--- config.mk ---
export PLATFORM = sky130hd
export DESIGN_NAME = trace_frame_scheduler
export DESIGN_NICKNAME = d
export VERILOG_FILES = /design/src/rtl/trace_frame_scheduler.sv
export SDC_FILE = /design/constraint.sdc
export NUM_CORES = 1
export LEC_CHECK = 0
export CORE_MARGIN = 4
export CORE_UTILIZATION = 45
export DETAILED_ROUTE_END_ITERATION = 8
export PLACE_DENSITY = 0.87
export SYNTH_ARGS = -nofsm -noshare
export SYNTH_HDL_FRONTEND = slang
export SYNTH_SLANG_ARGS = --single-unit
--- constraint.sdc ---
create_clock -name clk -period 3.9 [get_ports clk]
set_input_delay 1.17 -clock clk [delete_from_list [all_inputs] [get_ports clk]]
set_output_delay 1.17 -clock clk [all_outputs]
set_load 0.02 [all_outputs]
--- src/rtl/trace_frame_scheduler.sv ---
// trace_frame_scheduler: arbitrates GRF and DM write-back events and serialises
// each granted event into one ASCII trace frame, one character per handshake.
//   "^<time>@<pc>: $<reg> <= <data>#"  or  "^<time>@<pc>: *<addr> <= <data>#"
module trace_frame_scheduler #(
    parameter int COLON_SP = 1,
    parameter int ARROW_SP = 1
) (
    input  logic        clk,
    input  logic        reset,
    input  logic        tick,
    input  logic        grf_req,
    input  logic [31:0] grf_pc,
    input  logic [4:0]  grf_reg,
    input  logic [31:0] grf_data,
    output logic        grf_ack,
    input  logic        dm_req,
    input  logic [31:0] dm_pc,
    input  logic [31:0] dm_addr,
    input  logic [31:0] dm_data,
    output logic        dm_ack,
    output logic [7:0]  char_out,
    output logic        char_valid,
    input  logic        char_ready,
    output logic        busy
);

    typedef enum logic [3:0] {
        IDLE, CARET, TIME, AT, PC, COLON, CSP, SIGIL,
        FIELD, ASP, LT, EQ, ESP, DATA, HASH
    } state_t;

    // Index of the last space in each space run; unused when the run length is 0.
    localparam logic [2:0] CSP_LAST = 3'(COLON_SP - 1);
    localparam logic [2:0] ASP_LAST = 3'(ARROW_SP - 1);

    state_t      state, state_nx;
    logic [2:0]  idx, idx_nx;
    logic [15:0] time_bcd, lat_time;
    logic [31:0] lat_pc, lat_field, lat_data;
    logic        lat_dm, rr_dm;
    logic        fire, capture, win_dm;
    logic [2:0]  t_last;
    logic [4:0]  reg_val;
    logic [3:0]  reg_tens, reg_ones;
    logic        reg_two;

    function automatic logic [7:0] hex_char(input logic [3:0] n);
        return (n < 4'd10) ? (8'h30 + {4'h0, n}) : (8'h57 + {4'h0, n});
    endfunction

    function automatic logic [3:0] nib(input logic [31:0] v, input logic [2:0] p);
        return v[{p, 2'b00} +: 4];
    endfunction

    function automatic logic [15:0] bcd_inc(input logic [15:0] t);
        logic [15:0] r;
        logic        c;
        r = t;
        c = 1'b1;
        for (int i = 0; i < 4; i++) begin
            if (c) begin
                if (r[i*4 +: 4] == 4'd9) begin
                    r[i*4 +: 4] = 4'd0;
                end else begin
                    r[i*4 +: 4] = r[i*4 +: 4] + 4'd1;
                    c = 1'b0;
                end
            end
        end
        return r;
    endfunction

    assign busy       = (state != IDLE);
    assign char_valid = busy;
    assign fire       = char_valid & char_ready;
    assign capture    = (state == IDLE) & (grf_req | dm_req);
    // Contended grant goes to the pointer side; otherwise the lone requester wins.
    assign win_dm     = (grf_req & dm_req) ? rr_dm : dm_req;

    // Field decode: leading-zero-suppressed time width and two-digit register split.
    always_comb begin
        if (lat_time[15:12] != 4'd0)    t_last = 3'd3;
        else if (lat_time[11:8] != 4'd0) t_last = 3'd2;
        else if (lat_time[7:4] != 4'd0)  t_last = 3'd1;
        else                             t_last = 3'd0;
        reg_val = lat_field[4:0];
        if (reg_val >= 5'd30) begin
            reg_tens = 4'd3; reg_ones = 4'(reg_val - 5'd30);
        end else if (reg_val >= 5'd20) begin
            reg_tens = 4'd2; reg_ones = 4'(reg_val - 5'd20);
        end else if (reg_val >= 5'd10) begin
            reg_tens = 4'd1; reg_ones = 4'(reg_val - 5'd10);
        end else begin
            reg_tens = 4'd0; reg_ones = reg_val[3:0];
        end
        reg_two = (reg_val >= 5'd10);
    end

    // Character sequencing: emit the current character, advance on each accepted transfer.
    always_comb begin
        state_nx = state;
        idx_nx   = idx;
        char_out = 8'h00;
        case (state)
            IDLE:  if (capture) state_nx = CARET;
            CARET: begin char_out = 8'h5e; if (fire) state_nx = TIME; end
            TIME: begin
                char_out = hex_char(nib({16'h0, lat_time}, t_last - idx));
                if (fire) begin
                    if (idx == t_last) state_nx = AT;
                    else               idx_nx = idx + 3'd1;
                end
            end
            AT:    begin char_out = 8'h40; if (fire) state_nx = PC; end
            PC: begin
                char_out = hex_char(nib(lat_pc, 3'd7 - idx));
                if (fire) begin
                    if (idx == 3'd7) state_nx = COLON;
                    else             idx_nx = idx + 3'd1;
                end
            end
            COLON: begin
                char_out = 8'h3a;
                if (fire) state_nx = (COLON_SP > 0) ? CSP : SIGIL;
            end
            CSP: begin
                char_out = 8'h20;
                if (fire) begin
                    if (idx == CSP_LAST) state_nx = SIGIL;
                    else                 idx_nx = idx + 3'd1;
                end
            end
            SIGIL: begin
                char_out = lat_dm ? 8'h2a : 8'h24;
                if (fire) state_nx = FIELD;
            end
            FIELD: begin
                if (lat_dm) char_out = hex_char(nib(lat_field, 3'd7 - idx));
                else        char_out = hex_char((reg_two && idx == 3'd0) ? reg_tens : reg_ones);
                if (fire) begin
                    if (lat_dm ? (idx == 3'd7) : (idx == {2'b00, reg_two}))
                        state_nx = (ARROW_SP > 0) ? ASP : LT;
                    else
                        idx_nx = idx + 3'd1;
                end
            end
            ASP: begin
                char_out = 8'h20;
                if (fire) begin
                    if (idx == ASP_LAST) state_nx = LT;
                    else                 idx_nx = idx + 3'd1;
                end
            end
            LT:    begin char_out = 8'h3c; if (fire) state_nx = EQ; end
            EQ:    begin char_out = 8'h3d; if (fire) state_nx = ESP; end
            ESP:   begin char_out = 8'h20; if (fire) state_nx = DATA; end
            DATA: begin
                char_out = hex_char(nib(lat_data, 3'd7 - idx));
                if (fire) begin
                    if (idx == 3'd7) state_nx = HASH;
                    else             idx_nx = idx + 3'd1;
                end
            end
            HASH:  begin char_out = 8'h23; if (fire) state_nx = IDLE; end
            default: state_nx = IDLE;
        endcase
        // Digit index restarts whenever a new state is entered.
        if (state_nx != state) idx_nx = 3'd0;
    end

    // State register; reset drops any frame in flight.
    always_ff @(posedge clk) begin
        if (reset) begin
            state <= IDLE;
            idx   <= 3'd0;
        end else begin
            state <= state_nx;
            idx   <= idx_nx;
        end
    end

    // Timestamp, round-robin pointer, event capture and ack pulses.
    always_ff @(posedge clk) begin
        if (reset) begin
            time_bcd  <= 16'h0000;
            rr_dm     <= 1'b0;
            grf_ack   <= 1'b0;
            dm_ack    <= 1'b0;
            lat_time  <= 16'h0000;
            lat_pc    <= 32'h0;
            lat_field <= 32'h0;
            lat_data  <= 32'h0;
            lat_dm    <= 1'b0;
        end else begin
            grf_ack <= capture & ~win_dm;
            dm_ack  <= capture & win_dm;
            if (tick) time_bcd <= bcd_inc(time_bcd);
            if (capture) begin
                lat_time  <= time_bcd;
                lat_dm    <= win_dm;
                lat_pc    <= win_dm ? dm_pc : grf_pc;
                lat_field <= win_dm ? dm_addr : {27'h0, grf_reg};
                lat_data  <= win_dm ? dm_data : grf_data;
                rr_dm     <= ~win_dm;
            end
        end
    end

endmodule

==> results.ini <==
[status]
status = finished with violations
violations = setup timing

[timing]
fin_crit_ns = 4.71
fin_skew_ns = 0.00743
setup_tns_ns = -4.19
setup_slack_ns = -0.812
finalCritPeriodShare = 1.21
finalHoldViolations = 0
fmax_mhz = 212
worst_pin_slew_ns = 0.767
rsz0062_at_grt = true
drv_slew = 0
setup_viol = 6
slew_headroom = 0.489

[global_route]
top_usage_layer = met2
gr-total-overflow = 0
grt_pass1_vias = 7349
grt_pass1_wl_mm = 37.4
antenna_found_initial = 0
grt_max_degree = 99
use_met1 = 0.321
use_met3 = 0.0588
use_met2 = 0.425
track_usage = 0.254

[layout]
antenna-diode-count = 0
drive_gt1_frac = 0.183
fin_nets = 1268
area_delta_synth_final_pct = 46.8

[floorplanning]
num_io_pins = 183
initial_core_util = 0.463
die-area_um2 = 18600
placeableCoreArea_um2 = 16000
die_height_um = 136
fp.dieW_um = 136
rows = 46

[yosys]
avgSynthCellArea_um2 = 9.00
synthesis.nets = 1010
synthTopCellsByCount = dfxtp_1, inv_1, nand2_1
synth_area_leaders = dfxtp_1, a222oi_1, mux4_2
synthFlopType = dfxtp_1
synth.most_common_cell = dfxtp_1
yosysSeqAreaShare = 0.375
ys_types = 79
synth_top_area_share = 0.375
netlist_area_um2 = 7410
synth_edf_count = 0
synth.largest_area_cell = dfxtp_1
synthCells = 823
yosysWarnings = 0
ys_seq_elements = 139
async_reset_ff_frac = 0

[cts]
clock_latency_ns = 0.42
clock_path_buffers = 2
root_buffer = clkbuf_16
htreeDepth = 4
holdBufCountCts = 0
clk_pin_slew_ns = 0.06
numCtsBuffers = 17
clock-sinks = 139
cts_tree = yes

[critical_path]
path_cells = or4_4 -> a21boi_2 -> ha_2 -> fa_2 -> mux4_2 -> nand2_2 -> ha_4 -> buf_4 -> nor2b_1 -> o2111ai_1 -> a41oi_1 -> o2111ai_2 -> buf_6
critPathBufInv = 2
critPathCaptureType = primary output
r2r_cells = 8
endpoint = char_out[4]
path_depth = 13
rr_startpoint = state[0]
critical_path_class = flip-flop to primary output
crit_start = lat_time[7]
cp_data_required_time_ns = 2.73
r2r_slack_ns = 1.26
cp_top_family = adder cells
cpPeakStageDelay_ns = 0.54
crit_fanout = 4
worstReg2RegEnd = lat_pc[31]
critPathSlowestCell = or4_4
critPathArrivalTime_ns = 3.54
crit_path_start_kind = flip-flop

[drt]
drtAntennaViolNets = 0
detail_route.first_pass.iterations = 9
wl_per_cell_um = 18.4
vias_per_cell = 5.76
post-route-drc-count = 0
dr.first_iter.drc_count = 784
vias = 7540
wl_mm = 24.1

[pwr]
p_leak_nw = 4.67
total_power_mw = 4.32
max-vdd-ir-drop_v = 0.000277
cellPowerDensity_nw_per_um2 = 397

[place]
dpl.hpwl_mm = 18.0
globalplace.congestion = 0.972
port_buffers = 181

[worst_hold_path]
hp-class = flip-flop to flip-flop

[run]
cap_violations = 0

stage by stage:
| step | std cells | instance area [um2] | util | setup WS, ns | hold WS [ns] |
|---|---|---|---|---|---|
| 2_1_floorplan | 823 | 7430 | - | -0.144 | 0.433 |
| 3_3_place_gp | 1276 | 10200 | 0.636 | -0.719 | 0.455 |
| 3_5_place_dp | 1276 | 10200 | 0.636 | -0.857 | 0.463 |
| 4_1_cts | 1309 | 10800 | 0.677 | -0.818 | 0.482 |
| 5_1_grt | 1310 | 10900 | 0.680 | -0.902 | 0.500 |
| 6_report | 1310 | 10900 | 0.680 | -0.812 | 0.479 |
metal layers:
layer  share of wire  vias up
li1                -     3600
met1            0.41     3571
met2            0.49      321
met3           0.073       48
met4           0.027        0
met5               0        -
flip-flops by register name, indices dropped and copies added, names as in the netlist, 3 cells and up:
| name | count |
|---|---|
| lat_pc | 32 |
| lat_data | 32 |
| lat_field | 32 |
| idx | 3 |
| time_bcd | 16 |
| lat_time | 16 |
| state | 4 |
placed cells by master, fill, tap and decap left out, drive strengths merged, types with 5 or more instances in the layout:
master,Yosys,final
clkbuf,36,22
a22o,28,28
a32oi,5,5
mux2i,29,29
clkdlybuf4s50,0,175
nand2,73,73
mux2,6,6
inv,85,85
o21ai,28,28
mux4,15,15
a211oi,5,5
buf,24,124
a222oi,69,69
nor3,12,12
nor3b,7,7
ha,15,15
nand2b,11,11
xor2,7,7
nor2b,20,20
a21oi,45,45
a21o,5,5
dfxtp,139,139
xnor2,10,10
nand3,16,16
nor2,49,49
a22oi,8,8
logic make-up after synthesis:
| family | after synthesis | synth area share |
|---|---|---|
| AOI/OAI and AO/OA | 235 | 0.252 |
| xor gates and xnor gates | 17 | 0.0201 |
| adders and majority gates | 16 | 0.0280 |
| buffers and inverters | 145 | 0.0804 |
| DFF | 139 | 0.375 |
| muxes | 50 | 0.0944 |
| other | 1 | 0.000506 |
| and+or+nand+nor | 220 | 0.149 |
worst reg2reg max path, cell delays in order, from the launching register on:
cell and delay [ns]:
dfxtp_1 0.40, nor2_1 0.44, nand2_1 0.28, buf_4 0.26, nor2_8 0.27, nor2_4 0.06
buf_12 0.22, a222oi_1 0.52, inv_1 0.07
repair_timing:
item	4_1_cts	5_1_grt
setup buffers	1	1
resized for setup	41	10
pin swaps	9	7
setup endpoints to repair	6	6
where the power goes:
group	internal (mW)	switching (mW)
Sequential	1.54	0.0844
Combinational	0.515	0.449
Clock	1.11	0.628
Total	3.16	1.16
worst min path at each step:
stage,from,to,depth (start not counted)
after floorplan,lat_time[0],lat_time[0],2
after global placement,lat_field[20],lat_field[20],1
after detailed placement,lat_field[29],lat_field[29],1
after CTS,lat_field[29],lat_field[29],1
after global routing,lat_field[19],lat_field[19],1
final,lat_time[0],lat_time[0],2
area by class of cell:
cell class | count | area [um2]
repair buffers | 299 | 2730
multi-input cells | 539 | 4140
inverters | 85 | 319
well taps | 216 | 270
clock inverters | 10 | 165
clock buffers | 22 | 464
flip-flops and latches | 139 | 2780
fillers | 1244 | 5120
(Power assumes the default switching activity.)
